**src/rtl/pipe_ctrl_pkg.sv**
```systemverilog
// Shared encodings and default widths for the pipeline run controller.
package pipe_ctrl_pkg;

  localparam int CNT_W_DEF = 16;
  localparam int PC_W_DEF  = 32;

  typedef enum logic [2:0] {
    ST_IDLE   = 3'd0,
    ST_LAUNCH = 3'd1,
    ST_RUN    = 3'd2,
    ST_PAUSE  = 3'd3,
    ST_DONE   = 3'd4
  } state_e;

  typedef enum logic [1:0] {
    MODE_FREE = 2'd0,
    MODE_RUNN = 2'd1,
    MODE_STEP = 2'd2,
    MODE_BP   = 2'd3
  } mode_e;

endpackage

```
**src/rtl/pipe_run_ctrl_if.sv**
```systemverilog
// Core-facing signals: advance/reset controls out, fetch PC and status back.
interface pipe_run_ctrl_if
  import pipe_ctrl_pkg::*;
#(
  parameter int PC_W = PC_W_DEF
);
  logic            cpu_en;
  logic            cpu_rst_n;
  logic [PC_W-1:0] pc_if;
  logic            retire;
  logic            halt_seen;

  modport master (output cpu_en, cpu_rst_n, input pc_if, retire, halt_seen);
  modport slave  (input cpu_en, cpu_rst_n, output pc_if, retire, halt_seen);
endinterface

```
**src/rtl/pipe_run_ctrl_bp_match.sv**
```systemverilog
// Per-channel PC breakpoint comparators.
module bp_match #(
  parameter int PC_W   = 32,
  parameter int NUM_BP = 2
) (
  input  logic [NUM_BP-1:0]      bp_en_i,
  input  logic [NUM_BP*PC_W-1:0] bp_addr_i,
  input  logic [PC_W-1:0]        pc_i,
  output logic [NUM_BP-1:0]      hit_o
);

  always_comb begin
    hit_o = '0;
    for (int i = 0; i < NUM_BP; i++) begin
      hit_o[i] = bp_en_i[i] && (bp_addr_i[i*PC_W +: PC_W] == pc_i);
    end
  end

endmodule

```
**src/rtl/pipe_run_ctrl.sv**
```systemverilog
// Run controller gating the core's advance enable with free/run-N/step/breakpoint modes.
// state  | meaning
// IDLE   | core held in reset, waiting for start
// LAUNCH | one cycle: reset released, core not yet advancing
// RUN    | core advancing every cycle
// PAUSE  | core frozen; step advances one cycle, resume returns to RUN
// DONE   | core frozen out of reset for inspection; start relaunches
module pipe_run_ctrl
  import pipe_ctrl_pkg::*;
#(
  parameter int CNT_W      = CNT_W_DEF,
  parameter int MAX_CYCLES = 15,
  parameter int PC_W       = PC_W_DEF,
  parameter int NUM_BP     = 2
) (
  input  logic                   clk,
  input  logic                   rst_n,
  input  logic                   start_i,
  input  logic [1:0]             mode_i,
  input  logic [CNT_W-1:0]       run_len_i,
  input  logic                   step_i,
  input  logic                   resume_i,
  input  logic                   abort_i,
  input  logic [NUM_BP-1:0]      bp_en_i,
  input  logic [NUM_BP*PC_W-1:0] bp_addr_i,
  pipe_run_ctrl_if.master        core,
  output logic [2:0]             state_o,
  output logic [CNT_W-1:0]       cycle_cnt_o,
  output logic [CNT_W-1:0]       retire_cnt_o,
  output logic [NUM_BP-1:0]      bp_hit_o,
  output logic                   done_o,
  output logic                   timeout_o
);

  localparam logic [CNT_W:0] MAX_W = (CNT_W+1)'(MAX_CYCLES);
  localparam bit             TO_EN = (MAX_CYCLES != 0);

  state_e state_q, state_d;
  mode_e  mode_q;

  logic [CNT_W-1:0]  run_len_q, cycle_cnt_q, retire_cnt_q;
  logic [NUM_BP-1:0] bp_hit_q, bp_raw, bp_eff;
  logic [PC_W-1:0]   blk_pc_q;
  logic              blk_q, timeout_q, done_q, cpu_rst_n_q;
  logic              cpu_en, pc_same, bp_take, to_cond, len_cond, exit_done;
  logic [CNT_W:0]    cnt_inc;

  bp_match #(.PC_W(PC_W), .NUM_BP(NUM_BP)) u_bp_match (
    .bp_en_i   (bp_en_i),
    .bp_addr_i (bp_addr_i),
    .pc_i      (core.pc_if),
    .hit_o     (bp_raw)
  );

  // One extra bit keeps a saturated counter from ever matching a limit.
  assign cnt_inc   = {1'b0, cycle_cnt_q} + (CNT_W+1)'(1);
  assign to_cond   = TO_EN && (cnt_inc == MAX_W);
  assign len_cond  = (mode_q == MODE_RUNN) && (cnt_inc == {1'b0, run_len_q});
  assign exit_done = core.halt_seen || to_cond || len_cond;

  // A breakpoint that just paused us stays masked until the fetch PC moves.
  assign pc_same = (core.pc_if == blk_pc_q);
  assign bp_eff  = (blk_q && pc_same) ? '0 : bp_raw;
  assign bp_take = (mode_q == MODE_BP) && (|bp_eff);

  always_ff @(posedge clk) begin
    if (!rst_n) state_q <= ST_IDLE;
    else        state_q <= state_d;
  end

  always_comb begin
    state_d = state_q;
    if (abort_i) begin
      state_d = ST_DONE;
    end else begin
      case (state_q)
        ST_IDLE, ST_DONE: if (start_i) state_d = ST_LAUNCH;
        ST_LAUNCH:        state_d = (mode_q == MODE_STEP) ? ST_PAUSE : ST_RUN;
        ST_RUN: begin
          if (exit_done)    state_d = ST_DONE;
          else if (bp_take) state_d = ST_PAUSE;
        end
        ST_PAUSE: begin
          if (step_i) begin
            if (exit_done) state_d = ST_DONE;
          end else if (resume_i && mode_q != MODE_STEP) begin
            state_d = ST_RUN;
          end
        end
        default:          state_d = ST_IDLE;
      endcase
    end
  end

  always_comb begin
    cpu_en = 1'b0;
    case (state_q)
      ST_RUN:   cpu_en = 1'b1;
      ST_PAUSE: cpu_en = step_i;
      default:  cpu_en = 1'b0;
    endcase
  end

  always_ff @(posedge clk) begin
    if (!rst_n) begin
      mode_q       <= MODE_FREE;
      run_len_q    <= '0;
      cycle_cnt_q  <= '0;
      retire_cnt_q <= '0;
      bp_hit_q     <= '0;
      blk_pc_q     <= '0;
      blk_q        <= 1'b0;
      timeout_q    <= 1'b0;
      done_q       <= 1'b0;
      cpu_rst_n_q  <= 1'b0;
    end else begin
      done_q      <= (state_d == ST_DONE);
      cpu_rst_n_q <= (state_d != ST_IDLE);
      if (state_d == ST_LAUNCH) begin
        mode_q       <= mode_e'(mode_i);
        run_len_q    <= (run_len_i == '0) ? CNT_W'(1) : run_len_i;
        cycle_cnt_q  <= '0;
        retire_cnt_q <= '0;
        bp_hit_q     <= '0;
        blk_q        <= 1'b0;
        timeout_q    <= 1'b0;
      end else begin
        if (cpu_en) begin
          if (!(&cycle_cnt_q)) cycle_cnt_q <= cnt_inc[CNT_W-1:0];
          if (core.retire && !(&retire_cnt_q)) retire_cnt_q <= retire_cnt_q + CNT_W'(1);
          if (to_cond && !abort_i && !core.halt_seen) timeout_q <= 1'b1;
        end
        if (state_q == ST_RUN && state_d == ST_PAUSE) begin
          bp_hit_q <= bp_hit_q | bp_eff;
          blk_q    <= 1'b1;
          blk_pc_q <= core.pc_if;
        end else if (blk_q && !pc_same) begin
          blk_q <= 1'b0;
        end
      end
    end
  end

  assign core.cpu_en    = cpu_en;
  assign core.cpu_rst_n = cpu_rst_n_q;
  assign state_o        = state_q;
  assign cycle_cnt_o    = cycle_cnt_q;
  assign retire_cnt_o   = retire_cnt_q;
  assign bp_hit_o       = bp_hit_q;
  assign done_o         = done_q;
  assign timeout_o      = timeout_q;

endmodule
```
**src/flat_wrapper.sv**
```systemverilog
// flat-port wrapper written by rule: the top's interface ports become plain ports
module pipe_run_ctrl_flat import pipe_ctrl_pkg::*;
#(
  parameter int CNT_W      = CNT_W_DEF,
  parameter int MAX_CYCLES = 15,
  parameter int PC_W       = PC_W_DEF,
  parameter int NUM_BP     = 2
)
  (clk, rst_n, start_i, mode_i, run_len_i, step_i, resume_i, abort_i, bp_en_i, bp_addr_i, state_o, cycle_cnt_o, retire_cnt_o, bp_hit_o, done_o, timeout_o, core_cpu_en, core_cpu_rst_n, core_pc_if, core_retire, core_halt_seen);
  pipe_run_ctrl_if #(.PC_W(PC_W)) core_i ();
  input  logic clk;
  input  logic rst_n;
  input  logic start_i;
  input  logic [1:0] mode_i;
  input  logic [CNT_W-1:0] run_len_i;
  input  logic step_i;
  input  logic resume_i;
  input  logic abort_i;
  input  logic [NUM_BP-1:0] bp_en_i;
  input  logic [NUM_BP*PC_W-1:0] bp_addr_i;
  output logic [2:0] state_o;
  output logic [CNT_W-1:0] cycle_cnt_o;
  output logic [CNT_W-1:0] retire_cnt_o;
  output logic [NUM_BP-1:0] bp_hit_o;
  output logic done_o;
  output logic timeout_o;
  output wire logic [$bits(core_i.cpu_en)-1:0] core_cpu_en;
  output wire logic [$bits(core_i.cpu_rst_n)-1:0] core_cpu_rst_n;
  input wire logic [$bits(core_i.pc_if)-1:0] core_pc_if;
  input wire logic [$bits(core_i.retire)-1:0] core_retire;
  input wire logic [$bits(core_i.halt_seen)-1:0] core_halt_seen;
  assign core_cpu_en = core_i.cpu_en;
  assign core_cpu_rst_n = core_i.cpu_rst_n;
  assign core_i.pc_if = core_pc_if;
  assign core_i.retire = core_retire;
  assign core_i.halt_seen = core_halt_seen;
  pipe_run_ctrl #(.CNT_W(CNT_W), .MAX_CYCLES(MAX_CYCLES), .PC_W(PC_W), .NUM_BP(NUM_BP)) u_core (.clk(clk), .rst_n(rst_n), .start_i(start_i), .mode_i(mode_i), .run_len_i(run_len_i), .step_i(step_i), .resume_i(resume_i), .abort_i(abort_i), .bp_en_i(bp_en_i), .bp_addr_i(bp_addr_i), .core(core_i), .state_o(state_o), .cycle_cnt_o(cycle_cnt_o), .retire_cnt_o(retire_cnt_o), .bp_hit_o(bp_hit_o), .done_o(done_o), .timeout_o(timeout_o));
endmodule
```
**config.mk**
```make
export PLATFORM = sky130hd
export DESIGN_NAME = pipe_run_ctrl_flat
export DESIGN_NICKNAME = d
export VERILOG_FILES = /design/src/rtl/pipe_ctrl_pkg.sv /design/src/rtl/pipe_run_ctrl_if.sv /design/src/rtl/pipe_run_ctrl_bp_match.sv /design/src/rtl/pipe_run_ctrl.sv /design/src/flat_wrapper.sv
export SDC_FILE = /design/constraint.sdc
export NUM_CORES = 1
export LEC_CHECK = 0
export ABC_AREA = 1
export BUFFER_PORTS_ARGS = -buffer_cell sky130_fd_sc_hd__buf_2
export CORE_MARGIN = 5
export CORE_UTILIZATION = 45
export DETAILED_ROUTE_END_ITERATION = 16
export PLACE_DENSITY_LB_ADDON = 0.3
export SLEW_MARGIN = 20
export SYNTH_ARGS = -nofsm -noshare
export SYNTH_HDL_FRONTEND = slang
export SYNTH_SLANG_ARGS = --single-unit
```
**constraint.sdc**
```tcl
create_clock -name clk -period 2.95 [get_ports clk]
set_input_delay 0.59 -clock clk [delete_from_list [all_inputs] [get_ports clk]]
set_output_delay 0.59 -clock clk [all_outputs]
set_load 0.005 [all_outputs]
```
After elaboration in Yosys (flattened, before gate mapping). Index checks and enable logic that the tools add are counted.

Register bits: 91. Output and inout port bits: 41. Word-level logic and storage cells: 77.

Add/sub/neg operators: 2. Equality and inequality tests: 16. Multiplexer cells: 14. Bitwise gates (word level): 4. Reduce and logical (&&, ||, !) cells: 30.

Operators with widths (number): == test 32 bit (3); AND reduction 16 bit (2); 2-to-1 mux 3 bit (7); adder 16 x 1 -> 17 bit (second input constant) (1); == test 17 x 16 -> 1 bit (1); == test 17 x 4 -> 1 bit (second input constant) (1); adder 16 x 1 -> 16 bit (second input constant) (1); zero test 16 bit (1); 2-to-1 mux 16 bit (1); one-hot mux 3 bit (4 select lines) (1); logical AND 1 bit (11); == test 3 x 2 -> 1 bit (second input constant) (3); AND reduction 2 bit (4); == test 3 x 1 -> 1 bit (second input constant) (2); == test 3 bit (second input constant) (2); OR reduction 2 bit (3); == test 2 bit (second input constant) (2); zero test 1 bit (4); zero test 3 bit (1); 2-to-1 mux 1 bit (3); inverter 1 bit (3); nonzero test 3 bit (1); == test 2 x 1 -> 1 bit (second input constant) (1); logical OR 1 bit (2); 5 further kinds (5).

Depth between registers and ports, before layout.
Word-level depth: 12. Depth in mapped cells: 22. Gate-level depth less buffers: 21.

Cells and area by module. From an unflattened synthesis, not the netlist that was laid out.

Cell total of the unflattened synthesis: 1149. Area, all modules: 6510.0 um2.

Modules (own cells, without submodules): pipe_run_ctrl (instances 1, cells each 889, area an instance 5401.4 um2); bp_match (instances 1, cells each 260, area an instance 1108.6 um2).

Worst setup path before layout. No wires, ideal clock.

Path type: flip-flop to flip-flop. Start: register u_core.cycle_cnt_q[0], in the netlist u_core.cycle_cnt_o[0]. End: register u_core.run_len_q[0]. Setup time: 0.116 ns. Data arrival time: 2.357 ns. Data required time: 2.834 ns. Setup slack: 0.478 ns. Stages on the path, launching flop included: 23. Path buffers: 2. Period minus slack after synthesis: 2.472 ns. Cells stage by stage: dfxtp_1 > ha_1 > nand2_2 > nor2_4 > nand2_1 > clkinv_1 > nand3_1 > nand2_1 > nand2_1 > nand2_1 > nand2_1 > nor2_1 > nand3_1 > nand2_2 > nand2_1 > nand2_2 > nand2_4 > inv_2 > nand3_2 > buf_6 > buf_6 > nor2_1 > nor2_1.

Cells in the longest elaborated chain, start to end: 9. Elaborated cells between the ends (all ways): 12. Classes of those cells: 1 x add/sub; 3 x eq/ne; 5 x mux; 3 x reduce/logical.

RTL lines: from (decl) (line pipe_run_ctrl.sv:41) `logic [CNT_W-1:0] run_len_q, cycle_cnt_q, retire_cnt_q;`; from (signal assigned) (line pipe_run_ctrl.sv:129) `if (!(&cycle_cnt_q)) cycle_cnt_q <= cnt_inc[CNT_W-1:0];`; adder 16 x 1 -> 17 bit * (line pipe_run_ctrl.sv:56) `assign cnt_inc = {1'b0, cycle_cnt_q} + (CNT_W+1)'(1);`; == test 17 x 4 -> 1 bit or == test 17 x 16 -> 1 bit (tied branches) (line pipe_run_ctrl.sv:57, pipe_run_ctrl.sv:58); logical OR 1 bit or logical AND 1 bit (tied branches) (line pipe_run_ctrl.sv:59, pipe_run_ctrl.sv:58); logical OR 1 bit * (line pipe_run_ctrl.sv:59) `assign exit_done = core.halt_seen || to_cond || len_cond;`; 2-to-1 mux 3 bit (line pipe_run_ctrl.sv:85) `if (exit_done) state_d = ST_DONE;`; 2-to-1 mux 3 bit (line pipe_run_ctrl.sv:84) `if (step_i) begin`; one-hot mux 3 bit (4 select lines) * (line pipe_run_ctrl.sv:76) `case (state_q)`; 2-to-1 mux 3 bit * (line pipe_run_ctrl.sv:73) `if (abort_i) begin`; == test 3 x 1 -> 1 bit * (line pipe_run_ctrl.sv:119) `if (state_d == ST_LAUNCH) begin`; to (signal assigned) (line pipe_run_ctrl.sv:121) `run_len_q <= (run_len_i == '0) ? CNT_W'(1) : run_len_i;`; to (decl) (line pipe_run_ctrl.sv:41).

Mark *: on every way between the ends. The rest lies on a longest branch, timed or not. A chain may end at the register's enable or synchronous reset.

Worst setup path in the final report.
Start: register u_core.cycle_cnt_q[0], in the netlist u_core.cycle_cnt_o[0]. End: register u_core.blk_pc_q[28].

Cells in the longest elaborated chain, start to end: 11. Elaborated cells between the ends (all ways): 16. Classes of those cells: 1 x add/sub; 4 x eq/ne; 5 x mux; 1 x bitwise; 5 x reduce/logical.

RTL lines: adder 16 x 1 -> 17 bit * (line pipe_run_ctrl.sv:56); == test 17 x 4 -> 1 bit or == test 17 x 16 -> 1 bit (tied branches) (line pipe_run_ctrl.sv:57, pipe_run_ctrl.sv:58); logical OR 1 bit or logical AND 1 bit (tied branches) (line pipe_run_ctrl.sv:59, pipe_run_ctrl.sv:58); logical OR 1 bit * (line pipe_run_ctrl.sv:59); 2-to-1 mux 3 bit (line pipe_run_ctrl.sv:85); 2-to-1 mux 3 bit (line pipe_run_ctrl.sv:84); one-hot mux 3 bit (4 select lines) * (line pipe_run_ctrl.sv:76); 2-to-1 mux 3 bit * (line pipe_run_ctrl.sv:73); == test 3 x 2 -> 1 bit or == test 3 x 1 -> 1 bit (tied branches) (line pipe_run_ctrl.sv:133, pipe_run_ctrl.sv:119); logical AND 1 bit or inverter 1 bit (tied branches); AND reduction 2 bit (no line) *; to (signal assigned) (line pipe_run_ctrl.sv:136) `blk_pc_q <= core.pc_if;`; to (decl) (line pipe_run_ctrl.sv:43) `logic [PC_W-1:0] blk_pc_q;`.

Marks and branches as above.

==> metrics.json <==
{
  "number_of_global_route_vias_before_repair": 6115,
  "detail_route.iter0.violations": 398,
  "synthCells": 1030,
  "cts_inserted_buffers": 9,
  "library_cell_with_the_largest_summed_area_after_synthesis": "dfxtp_1",
  "yosys-top-cells-area": "dfxtp_1, nand2_1, nor2_1",
  "power_frac_comb_pct": 15.4,
  "postRouteAntennaNets": 0,
  "synth_area_per_cell_sq_um": 5.90,
  "cts_tree": "yes",
  "max_clock_freq_mhz": 369,
  "worst-slew-pin-transition_ns": 0.698,
  "rows": 42,
  "crit_path_top_delay_cell": "dfxtp_2",
  "clock_path_buffers": 2,
  "max-slew-margin-rel_pct": 53.0,
  "insertedDiodeCount": 0,
  "clkTransAtPathRegs_ns": 0.06,
  "worstSkewPairLatency_ns": 0.34,
  "die_area_sq_um": 15900,
  "power_switching_share_pct": 26.9,
  "power.share.sequential_pct": 46.4,
  "start_kind": "register",
  "port_buffers": 164,
  "max_stage_delay_ns": 0.35,
  "final_core_util_pct": 55.8,
  "netSwitchingPower_uw": 740,
  "ff2ff_path_depth": 20,
  "post-cts-setup-buffer-count": 0,
  "area_growth_syn_to_layout_pct": 21.6,
  "synth_area_sq_um": 6080,
  "endpoint_type_of_the_worst_setup_path": "register",
  "drcViolationCount": 0,
  "worst-path-stages": 20,
  "number_of_failing_setup_endpoints_in_the_final_timing_report": 0,
  "hold_class": "reg -> reg",
  "floorplan.die.width_um": 126,
  "final.setup_skew_ns": 0.00838,
  "postPlaceCellArea_sq_um": 7050,
  "routed_wire_length_per_instance_um": 13.7,
  "max-cap-violations": 0,
  "post_synth_cell_types": 39,
  "number_of_clock_sinks": 91,
  "holdPathStages": 2,
  "core-area_sq_um": 13200,
  "outcome": "complete, no violations",
  "synth_flop_cell": "dfxtp_1",
  "synth_fp_nets": 1157,
  "final.min_clock_period_ns": 2.71,
  "finish.net_count": 1319,
  "vdd_ir_drop_max_mv": 0.269,
  "post_route_cells_drive_above_1_share_pct": 18.4,
  "root_buffer": "clkbuf_16",
  "worst_ep_required_time_ns": 3.19,
  "type_of_the_worst_setup_path": "reg -> reg",
  "final.period_utilization_pct": 92.0,
  "critical_path_arrival_ns": 2.95,
  "power.leakage_nw": 3.77,
  "largest_net_degree_at_the_start_of_global_routing": 66,
  "ios": 165,
  "power_density_nw_per_um2": 373,
  "synth_largest_type_area_fraction_pct": 30.0,
  "antenna_found_initial": 0,
  "report.final.hold_viol_count": 0,
  "global_route_usage_sum_pct": 22.8,
  "critPathMaxFanout": 32,
  "synth_async_sr_flop_share_pct": 0,
  "final_max_slew_viol_count": 0,
  "yosys_warnings": 0,
  "internal-power_mw": 2.01,
  "synth-edff-count": 0,
  "holdBufCountCts": 0,
  "grt_pass1_wl_um": 29600,
  "routabilityCongestion": 0.926,
  "synth_sequential_area_ratio_pct": 30.0,
  "firstDrtPassIters": 5,
  "route.detailed.vias_per_inst": 4.89,
  "dieHeight_um": 126,
  "cp_num_buf_inv": 2,
  "share_clk_of_total_power_pct": 38.1,
  "hpwl_um": 14900,
  "synth_seq_cells": 91,
  "floorplan.initialDensity_pct": 45.9,
  "route.final.wire_length_um": 18900,
  "ctsHtreeMaxLevel": 3,
  "timing.critical_path.max_delay_family": "simple AND/OR/NAND/NOR gates",
  "worstPathCellList": "ha_1 -> nand2_2 -> nor2_4 -> nand2_1 -> clkinv_1 -> nand2_1 -> nand2_1 -> nor2_1 -> nand3_1 -> nor2_1 -> nand3_1 -> nand2_2 -> nor2_1 -> nor2_1 -> nand2_2 -> nand4_4 -> clkbuf_16 -> nand2_1 -> nand2_1 -> nor2_1",
  "via_count": 6706,
  "finish.instance_area_sq_um": 7390,
  "grt-ovfl-total": 0
}
[sequential cells by signal, indices dropped and copies added (netlist names)]
signal,flops
u_core.cycle_cnt_o,16
u_core.bp_hit_o,2
u_core.done_o,1
u_core.mode_q,2
u_core.run_len_q,16
u_core.retire_cnt_o,16
u_core.core.cpu_rst_n,1
u_core.blk_pc_q,32
u_core.state_o,3
u_core.timeout_o,1
u_core.blk_q,1
[worst reg2reg max path: stages (launching register included)]
cell and delay, ns:
dfxtp_2 0.35, ha_1 0.24, nand2_2 0.12, nor2_4 0.06, nand2_1 0.11, clkinv_1 0.11, nand2_1 0.14, nand2_1 0.07
nor2_1 0.10, nand3_1 0.10, nor2_1 0.17, nand3_1 0.14, nand2_2 0.10, nor2_1 0.04, nor2_1 0.11, nand2_2 0.11
nand4_4 0.14, clkbuf_16 0.24, nand2_1 0.07, nand2_1 0.06, nor2_1 0.04
[power groups by stage]
stage	Sequential [mW]	Combinational [mW]	Clock, mW
4_1_cts	1.28	0.422	1.09
2_1_floorplan	1.30	0.227	0
5_1_grt	1.28	0.477	1.13
3_3_place_gp	1.30	0.421	0
3_5_place_dp	1.30	0.420	0
6_report	1.28	0.425	1.05
[final cells by class]
type                       count  area (sq um)
tap                          176           220
sequential                    91          1830
fill                        1375          5850
clock buffer                  12           246
timing repair buffer         174           960
inverter                     151           567
clock inverter                 2          13.8
multi-input combinational    765          3560
[cell families (layout without fill, tap and decap cells)]
logic type,Yosys count,after routing,share of synthesized area (%)
flip-flops,91,91,30.0
XOR/XNOR,40,40,5.99
AND/OR/NAND/NOR,630,630,43.4
AO/OA/AOI/OAI,92,92,8.22
buffers and inverters,174,339,11.8
adder cells (fa/ha/maj),3,3,0.618
[path summary, 6_finish.rpt]
kind,from,to,slack (ns)
worst max-delay path,u_core.cycle_cnt_o[0],u_core.blk_pc_q[28],0.24
worst min-delay path,u_core.timeout_o,u_core.timeout_o,0.45
worst max register to register,u_core.cycle_cnt_o[0],u_core.blk_pc_q[28],0.24
worst min register to register,u_core.timeout_o,u_core.timeout_o,0.45
[cells in the mapped netlist, types with 4 or more instances]
master	n
xnor2_1	22
a21oi_1	14
buf_6	5
nand3_1	58
nor3_1	17
nor2_4	4
nor2_1	197
nand2_2	7
inv_1	148
nand4_1	17
or2_2	7
o22ai_1	9
nand2_1	303
nor4_1	5
clkbuf_1	9
o21ai_0	60
nor2_2	5
xor2_1	17
buf_4	6
dfxtp_1	91
[layer usage]
metal / share of wire [%] / GRT usage [%] / up-vias
li1: - / - / 3509
met3: 6.4 / 4.40 / 36
met2: 46 / 37.2 / 234
met1: 44 / 29.1 / 2927
met5: 0 / 0 / -
met4: 3.4 / 10.2 / 0
[what timing repair did]
item	CTS	global route
resized for setup	0	8
endpoints found under the setup margin	0	61
hold endpoints to repair	0	0
[stage by stage]
| step | total power, mW | setup TNS [ns] | instances | setup WS [ns] | hold WS [ns] |
|---|---|---|---|---|---|
| floorplan | 1.53 | 0 | 1030 | 0.478 | 0.441 |
| global placement | 1.72 | 0 | 1355 | 0.196 | 0.435 |
| detailed placement | 1.72 | 0 | 1355 | 0.185 | 0.438 |
| CTS | 2.79 | 0 | 1369 | 0.173 | 0.448 |
| global route | 2.89 | -0.00361 | 1371 | -0.00361 | 0.466 |
| finish | 2.75 | 0 | 1371 | 0.237 | 0.448 |
[cell usage in the layout, fill, tap and decap left out, types with 2 or more instances in the layout]
master     netlist  final
clkbuf_1         9      2
xor2_1          17     17
buf_4            6      5
o21ai_0         60     60
nor3b_1          2      2
buf_2            3    164
nand2_2          7      7
a21oi_1         14     14
ha_1             3      3
inv_1          148    148
xnor2_1         22     22
nor4_1           5      5
nand3b_1         3      3
nand2_1        303    303
nand4_1         17     17
nand3_1         58     58
o221ai_1         3      3
clkbuf_16        0     11
nor2_4           4      5
buf_12           0      2
o22ai_1          9      9
or2_2            7      7
inv_2            2      2
nor2_1         197    195
nor3_1          17     17
nor2_2           5      6
dfxtp_2          0      3
dfxtp_1         91     88
Power figures use the tool's default switching activity.
